$ cat src/rtl/button_conditioner.sv
// Per-button 2-flop synchroniser, debouncer and registered press/release pulses.
// Optional hold-to-repeat press pulses are compiled in with BUTTON_AUTO_REPEAT_EN.
module button_conditioner #(
  parameter int NUM_BUTTONS         = 5,
  parameter int DEBOUNCE_CYCLES     = 500000,
  parameter int REPEAT_DELAY_CYCLES = 50000000,
  parameter int REPEAT_RATE_CYCLES  = 10000000
) (
  input  logic                   clk,
  input  logic                   rst_n,
  input  logic [NUM_BUTTONS-1:0] i_buttons,
  output logic [NUM_BUTTONS-1:0] o_level,
  output logic [NUM_BUTTONS-1:0] o_press,
  output logic [NUM_BUTTONS-1:0] o_release,
  output logic                   o_any_press
);

  localparam int DW = $clog2(DEBOUNCE_CYCLES + 1);
  localparam logic [DW-1:0] DB_LAST = DW'(DEBOUNCE_CYCLES - 1);

  if (DEBOUNCE_CYCLES < 1 || REPEAT_DELAY_CYCLES < 1 || REPEAT_RATE_CYCLES < 1) begin : g_bad_cfg
    $error("button_conditioner: cycle counts must be >= 1");
  end

  logic [NUM_BUTTONS-1:0] sync1_q, sync2_q, stable_q, stable_d;
  logic [NUM_BUTTONS-1:0] rise, fall, rpt_pulse, press_d;
  logic [DW-1:0]          db_cnt_q [NUM_BUTTONS];
  logic [DW-1:0]          db_cnt_d [NUM_BUTTONS];

  // The stable level flips on the edge where the disagreement count would reach DEBOUNCE_CYCLES.
  always_comb begin
    stable_d = stable_q;
    rise     = '0;
    fall     = '0;
    for (int k = 0; k < NUM_BUTTONS; k++) begin
      db_cnt_d[k] = '0;
      if (sync2_q[k] != stable_q[k]) begin
        if (db_cnt_q[k] == DB_LAST) begin
          stable_d[k] = sync2_q[k];
          rise[k]     = sync2_q[k];
          fall[k]     = ~sync2_q[k];
        end else begin
          db_cnt_d[k] = db_cnt_q[k] + 1'b1;
        end
      end
    end
  end

  assign press_d = rise | rpt_pulse;

  always_ff @(posedge clk) begin
    if (!rst_n) begin
      sync1_q     <= '0;
      sync2_q     <= '0;
      stable_q    <= '0;
      o_press     <= '0;
      o_release   <= '0;
      o_any_press <= 1'b0;
      for (int k = 0; k < NUM_BUTTONS; k++) db_cnt_q[k] <= '0;
    end else begin
      sync1_q     <= i_buttons;
      sync2_q     <= sync1_q;
      stable_q    <= stable_d;
      o_press     <= press_d;
      o_release   <= fall;
      o_any_press <= |press_d;
      for (int k = 0; k < NUM_BUTTONS; k++) db_cnt_q[k] <= db_cnt_d[k];
    end
  end

  assign o_level = stable_q;

`ifdef BUTTON_AUTO_REPEAT_EN
  localparam int RPT_MAX = (REPEAT_DELAY_CYCLES > REPEAT_RATE_CYCLES) ?
                           REPEAT_DELAY_CYCLES : REPEAT_RATE_CYCLES;
  localparam int RW = $clog2(RPT_MAX + 1);
  localparam logic [RW-1:0] DELAY_LAST = RW'(REPEAT_DELAY_CYCLES - 1);
  localparam logic [RW-1:0] RATE_LAST  = RW'(REPEAT_RATE_CYCLES - 1);

  typedef enum logic [1:0] {
    RPT_IDLE   = 2'd0,
    RPT_DELAY  = 2'd1,
    RPT_REPEAT = 2'd2
  } rpt_state_t;

  // rpt_state_q is the per-button FSM state, visible hierarchically for checkers.
  rpt_state_t    rpt_state_q [NUM_BUTTONS];
  rpt_state_t    rpt_state_d [NUM_BUTTONS];
  logic [RW-1:0] rpt_cnt_q   [NUM_BUTTONS];
  logic [RW-1:0] rpt_cnt_d   [NUM_BUTTONS];

  always_ff @(posedge clk) begin
    if (!rst_n) begin
      for (int k = 0; k < NUM_BUTTONS; k++) begin
        rpt_state_q[k] <= RPT_IDLE;
        rpt_cnt_q[k]   <= '0;
      end
    end else begin
      for (int k = 0; k < NUM_BUTTONS; k++) begin
        rpt_state_q[k] <= rpt_state_d[k];
        rpt_cnt_q[k]   <= rpt_cnt_d[k];
      end
    end
  end

  // A debounced release always wins over a repeat pulse due in the same cycle.
  always_comb begin
    rpt_pulse = '0;
    for (int k = 0; k < NUM_BUTTONS; k++) begin
      rpt_state_d[k] = rpt_state_q[k];
      rpt_cnt_d[k]   = rpt_cnt_q[k];
      case (rpt_state_q[k])
        RPT_IDLE: begin
          if (rise[k]) begin
            rpt_state_d[k] = RPT_DELAY;
            rpt_cnt_d[k]   = '0;
          end
        end
        RPT_DELAY, RPT_REPEAT: begin
          if (fall[k]) begin
            rpt_state_d[k] = RPT_IDLE;
            rpt_cnt_d[k]   = '0;
          end else if ((rpt_state_q[k] == RPT_DELAY  && rpt_cnt_q[k] == DELAY_LAST) ||
                       (rpt_state_q[k] == RPT_REPEAT && rpt_cnt_q[k] == RATE_LAST)) begin
            rpt_pulse[k]   = 1'b1;
            rpt_state_d[k] = RPT_REPEAT;
            rpt_cnt_d[k]   = '0;
          end else begin
            rpt_cnt_d[k]   = rpt_cnt_q[k] + 1'b1;
          end
        end
        default: begin
          rpt_state_d[k] = RPT_IDLE;
          rpt_cnt_d[k]   = '0;
        end
      endcase
    end
  end
`else
  assign rpt_pulse = '0;
`endif

endmodule

$ cat config.mk
export PLATFORM = sky130hd
export DESIGN_NAME = button_conditioner
export DESIGN_NICKNAME = d
export VERILOG_FILES = /design/src/rtl/button_conditioner.sv
export SDC_FILE = /design/constraint.sdc
export NUM_CORES = 1
export LEC_CHECK = 0
export ABC_AREA = 1
export CAP_MARGIN = 20
export CORE_UTILIZATION = 55
export CTS_CLUSTER_SIZE = 30
export DETAILED_ROUTE_END_ITERATION = 12
export DONT_BUFFER_PORTS = 1
export MAX_ROUTING_LAYER = met4
export PLACE_DENSITY = 0.85
export SETUP_SLACK_MARGIN = 0.4
export SYNTH_ARGS = -nofsm -noshare
export SYNTH_HDL_FRONTEND = slang
export SYNTH_SLANG_ARGS = --single-unit
$ cat constraint.sdc
create_clock -name clk -period 1.8 [get_ports clk]
set_clock_uncertainty 0.2 [all_clocks]
set_input_delay 0.36 -clock clk [delete_from_list [all_inputs] [get_ports clk]]
set_output_delay 0.36 -clock clk [all_outputs]
set_load 0.01 [all_outputs]
======== Word level (Yosys, flattened, before mapping) ========
Memories as Yosys holds them, arrays and structs flattened.
Cells that the tools add are included.
storage, ports and cells
  output and inout port bits .............. 16
  bits in registers ....................... 26
  RAM bits ................................ 95
  word-level logic and storage cells ...... 78
  memories ................................ 1
  input port bits ......................... 7
memories
  memory    words  width  read ports  clocked after Yosys merged registers in  write ports  line  source
  db_cnt_q  5      19     5           0                                        5            27    logic [DW-1:0] db_cnt_q [NUM_BUTTONS];
cells by class
  bitwise gates (word level) .............. 10
  add/subtract/negate cells ............... 5
  reductions and logical operators ........ 11
  multiplexer cells ....................... 27
  equality and inequality tests ........... 10
operators by type and width
  kind                                            count
  two-way mux 19 bit                              15
  adder 19 x 1 -> 19 bit (second input constant)  5
  == test 19 bit (second input constant)          5
  AND reduction 3 bit                             5
  two-way mux 1 bit                               12
  AND reduction 2 bit                             5
  inequality test 1 bit                           5
  inverter 1 bit                                  5
  OR 1 bit                                        5
  OR reduction 5 bit                              1

======== Longest topological paths before layout ========
An unclocked memory read counts as a cell.
  word-level depth ........................ 5
  mapped depth ............................ 10
  mapped depth without buffers ............ 10

======== Least setup slack after synthesis ========
No wires, ideal clock.
  path type ............................... flip-flop to flip-flop
  start point ............................. mem db_cnt_q[0][57] (netlist bit)
  end point ............................... mem db_cnt_q[0][73] (netlist bit)
  data required time ...................... 1,485 ps
  period minus slack after synthesis ...... 1,665 ps
  buffers on the path ..................... 1
  library setup time ...................... 115 ps
  slack ................................... 135 ps
  cell stages (with the launch flop) ...... 10
  arrival time ............................ 1,350 ps
  path through ............................ dfxtp_1 > ha_1 > nand2_1 > nor2_1 > inv_1 > nor2_1 > nand2_1 > nand3_2 > buf_6 > nor2_1
RTL lines
  element      line
  from (decl)  27

==> impl_results.md <==
* Status: finished, violations left
* Failing checks: DRC, setup timing
* Gpl congestion at 0.8936
* Vias in the first global route at 6,070
* Crit path depth at 7
* Peak supply drop at roughly 1.0 mV
* Hold Path Class: in -> reg
* Req. time, crit path at 2.06 ns
* Pin count of the biggest net entering global routing at 27
* First-pass GRT wire length at 30,030 µm
* Worst Reg-to-Reg Cells at 7
* DR vias/cell at ~6.6
* Post-synth cell types at 35
* Switching Fraction at a little under a quarter
* Top_reg_cell synth: dfxtp_1
* Syn Std Cell Area at between 0.005 and 0.006 mm²
* Final hold vios at 0
* Row cnt at 36
* GRT overflow at 0
* Clock transition at path regs at 0.07 ns
* Die Ht at ~100 µm
* Most frequent cells in the layout: nand2_1, inv_1, nor2_1
* P_sw at ~0.0015 W
* Layout cells sized above 1 at between 40% and 50%
* Ports at 23
* Remaining antenna violation count at 0
* CTS Buffer Depth at 2
* Hold path cells at 3
* Total power at 0.006540 W
* Worst setup SP type: flop
* Final worst slack at -0.1481 ns
* Drt drc at 1
* Die span in x at between 100 and 150 µm
* Final setup TNS at -0.3713 ns
* P_int at 0.005034 W
* WL final at around 26,000 µm
* Gr usage total at between 30% and 40%
* Flops & latches, synth at approximately 120
* CP max stage delay at 0.46 ns
* Post-DR wirelength/cell at 24.29 µm
* Kind of critical path: reg -> reg
* Max Cap Violations at 0
* Worst-margin pin slew at 0.6081 ns
* Initial Utilization at 57.50%
* TritonCTS clock tree: yes
* Synth Warn # at 0
* Post-synth ARST share at 0%
* CP Max Fanout at 4
* DR pass1 iterations at 13
* Drt first-iter violations at 942
* DP Wirelength at 8354 µm
* Seq/Total Area, Yosys at roughly 43%
* Relative slew slack at 59.21%
* Mapped Nets at 798
* Root Driver: clkbuf_8
* Die Area at 0.01072 mm²
* Num CTS Buffers at 17
* DP Worst Slack at 0.08564 ns
* RSZ-0062 raised after global routing: yes
* WHS at 0.002428 ns
* Comb pwr share at 2.7%
* ANT cells at 0
* Critical Path Most Common Cell: nand2_1
* Final #Nets at 927
* Synth-to-Final Area Change at 54.49%
* Core Region at about 0.0099 mm²
* Max-slew violation count at 0
* Initial antenna violation count at 0
* Synthesized area per cell at 7.216 µm²
* Vias post-DR at 7,038
* Final setup vio count at 9
* Cell with the largest stage delay on the worst path: dfxtp_1
* Most common cell after layout, fill and taps aside: nand2_1
* H-tree depth at 4
* Ratio of final minimum period to clock period at 108.2%
* Worst Path Arrival at ~2.2 ns
* # clock sinks at between 100 and 150
* Leak Pwr at 3.313 nW
* Clock power share at 56.5%
* Port Buffers at 0
* CP bufs+invs at 0
* Worst-Skew Late Latency at ~0.57 ns
* Fill count at 389
* Share of power burned in registers at roughly two fifths
* Max Fclk at 513.3 MHz
* Crit path cell chain: nand2_1 -> nor2_1 -> nand2_1 -> nor3_2 -> nand2_1 -> nand2_1 -> a21oi_2
* PwrDens at 746.3 mW/mm²
* Synth Instances at between 700 and 800
* Critical Path End Type: flop
* Post-synth EDFFs at 0
* Cell family with most CP delay: simple AND/OR/NAND/NOR gates
* Min cycle time layout at 1.948 ns
## power groups by stage
stage	sequential [W]	clock [W]	combinational, W
2_1_floorplan	0.00275	0	0.0000509
4_1_cts	0.00268	0.00356	0.000123
5_1_grt	0.00267	0.00376	0.000177
3_5_place_dp	0.00275	0	0.0000549
6_report	0.00267	0.00370	0.000174
3_3_place_gp	0.00275	0	0.0000534
## worst min-delay path: stages
cell and delay, ns:
buf_12 0.15, nand2_1 0.15, nor3_4 0.06
## path summary, 6_finish.rpt
check / start / to / slack [ns]
max: db_cnt_q[0][73] / db_cnt_q[0][74] / -0.15
min reg2reg: db_cnt_q[0][0] / db_cnt_q[0][0] / 0.26
max reg2reg: db_cnt_q[0][73] / db_cnt_q[0][74] / -0.15
min: rst_n / o_release[2] / 0.002
## routing by layer
metal  routed length (µm)  track usage [%]  part of all wire [%]  vias up
met3                 3361            9.755                    13      309
met2                11090            59.35                    43      731
met5                    0                -                     0        -
met4                 2555            23.40                   9.9        0
li1                     -                -                     -     2761
met1                 8734            39.64                    34     3237
## cell type report
type	instances	area (µm²)	share of cell area, %
clock buffers	19	441.7	5.041
flip-flops and latches	121	2584	29.49
clock inverters	12	171.4	1.956
repair buffers	112	1010	11.52
well taps	133	166.4	1.899
repair inverters	1	16.27	0.1856
inverters	113	441.7	5.041
multi-input cells	549	3931	44.87
## flip-flops by register name, summed over array words and instances, names as in the netlist
name and count:
o_press 5, o_any_press 1, db_cnt_q 95, sync1_q 5
sync2_q 5, o_release 5, o_level 5
## logic make-up (layout without fill, tap and decap cells)
logic type,count (synthesis),after routing,share of synthesized area [%]
AND/OR/NAND/NOR,464,468,38.50
AO/OA/AOI/OAI,41,41,3.750
flip-flops,121,121,42.71
adder cells (fa/ha/maj),5,5,1.103
buffers and inverters,120,257,8.537
XOR/XNOR,35,35,5.405
## what timing repair did
item | CTS | global route
gates cloned | 5 | 1
hold endpoints to repair | 67 | 6
hold buffers | 16 | 4
pin swaps | 65 | 51
setup endpoints to repair | 126 | 127
resized for setup | 175 | 173
buffers inserted | 42 | 45
## stage by stage
stage          instance area [µm²]  utilization, %  std cells
2_1_floorplan                 5943               -        786
3_3_place_gp                  6075           61.58        916
3_5_place_dp                  6075           61.58        916
4_1_cts                       7815           79.22       1010
5_1_grt                       8762           88.83       1060
6_report                      8762           88.83       1060
## synthesized netlist by cell type (4+ instances only)
| cell type | n | area share (%) |
|---|---|---|
| xnor2_1 | 8 | 1.2 |
| or2_2 | 4 | 0.44 |
| ha_1 | 5 | 1.1 |
| nand3b_1 | 4 | 0.53 |
| nand3_2 | 9 | 1.6 |
| inv_1 | 110 | 7.3 |
| xor2_1 | 27 | 4.2 |
| o21ai_0 | 10 | 0.88 |
| nor3b_1 | 6 | 0.79 |
| nand4_1 | 25 | 2.8 |
| a21oi_1 | 24 | 2.1 |
| nand3_1 | 51 | 4.5 |
| nor2_2 | 7 | 0.77 |
| dfxtp_1 | 121 | 43 |
| nand2_2 | 8 | 0.88 |
| nand2_1 | 155 | 10 |
| nor2_4 | 5 | 0.99 |
| nor2_1 | 142 | 9.4 |
| nor3_2 | 7 | 1.2 |
| nor3_1 | 34 | 3.0 |
Note: power is estimated with default switching activity, not from simulation.
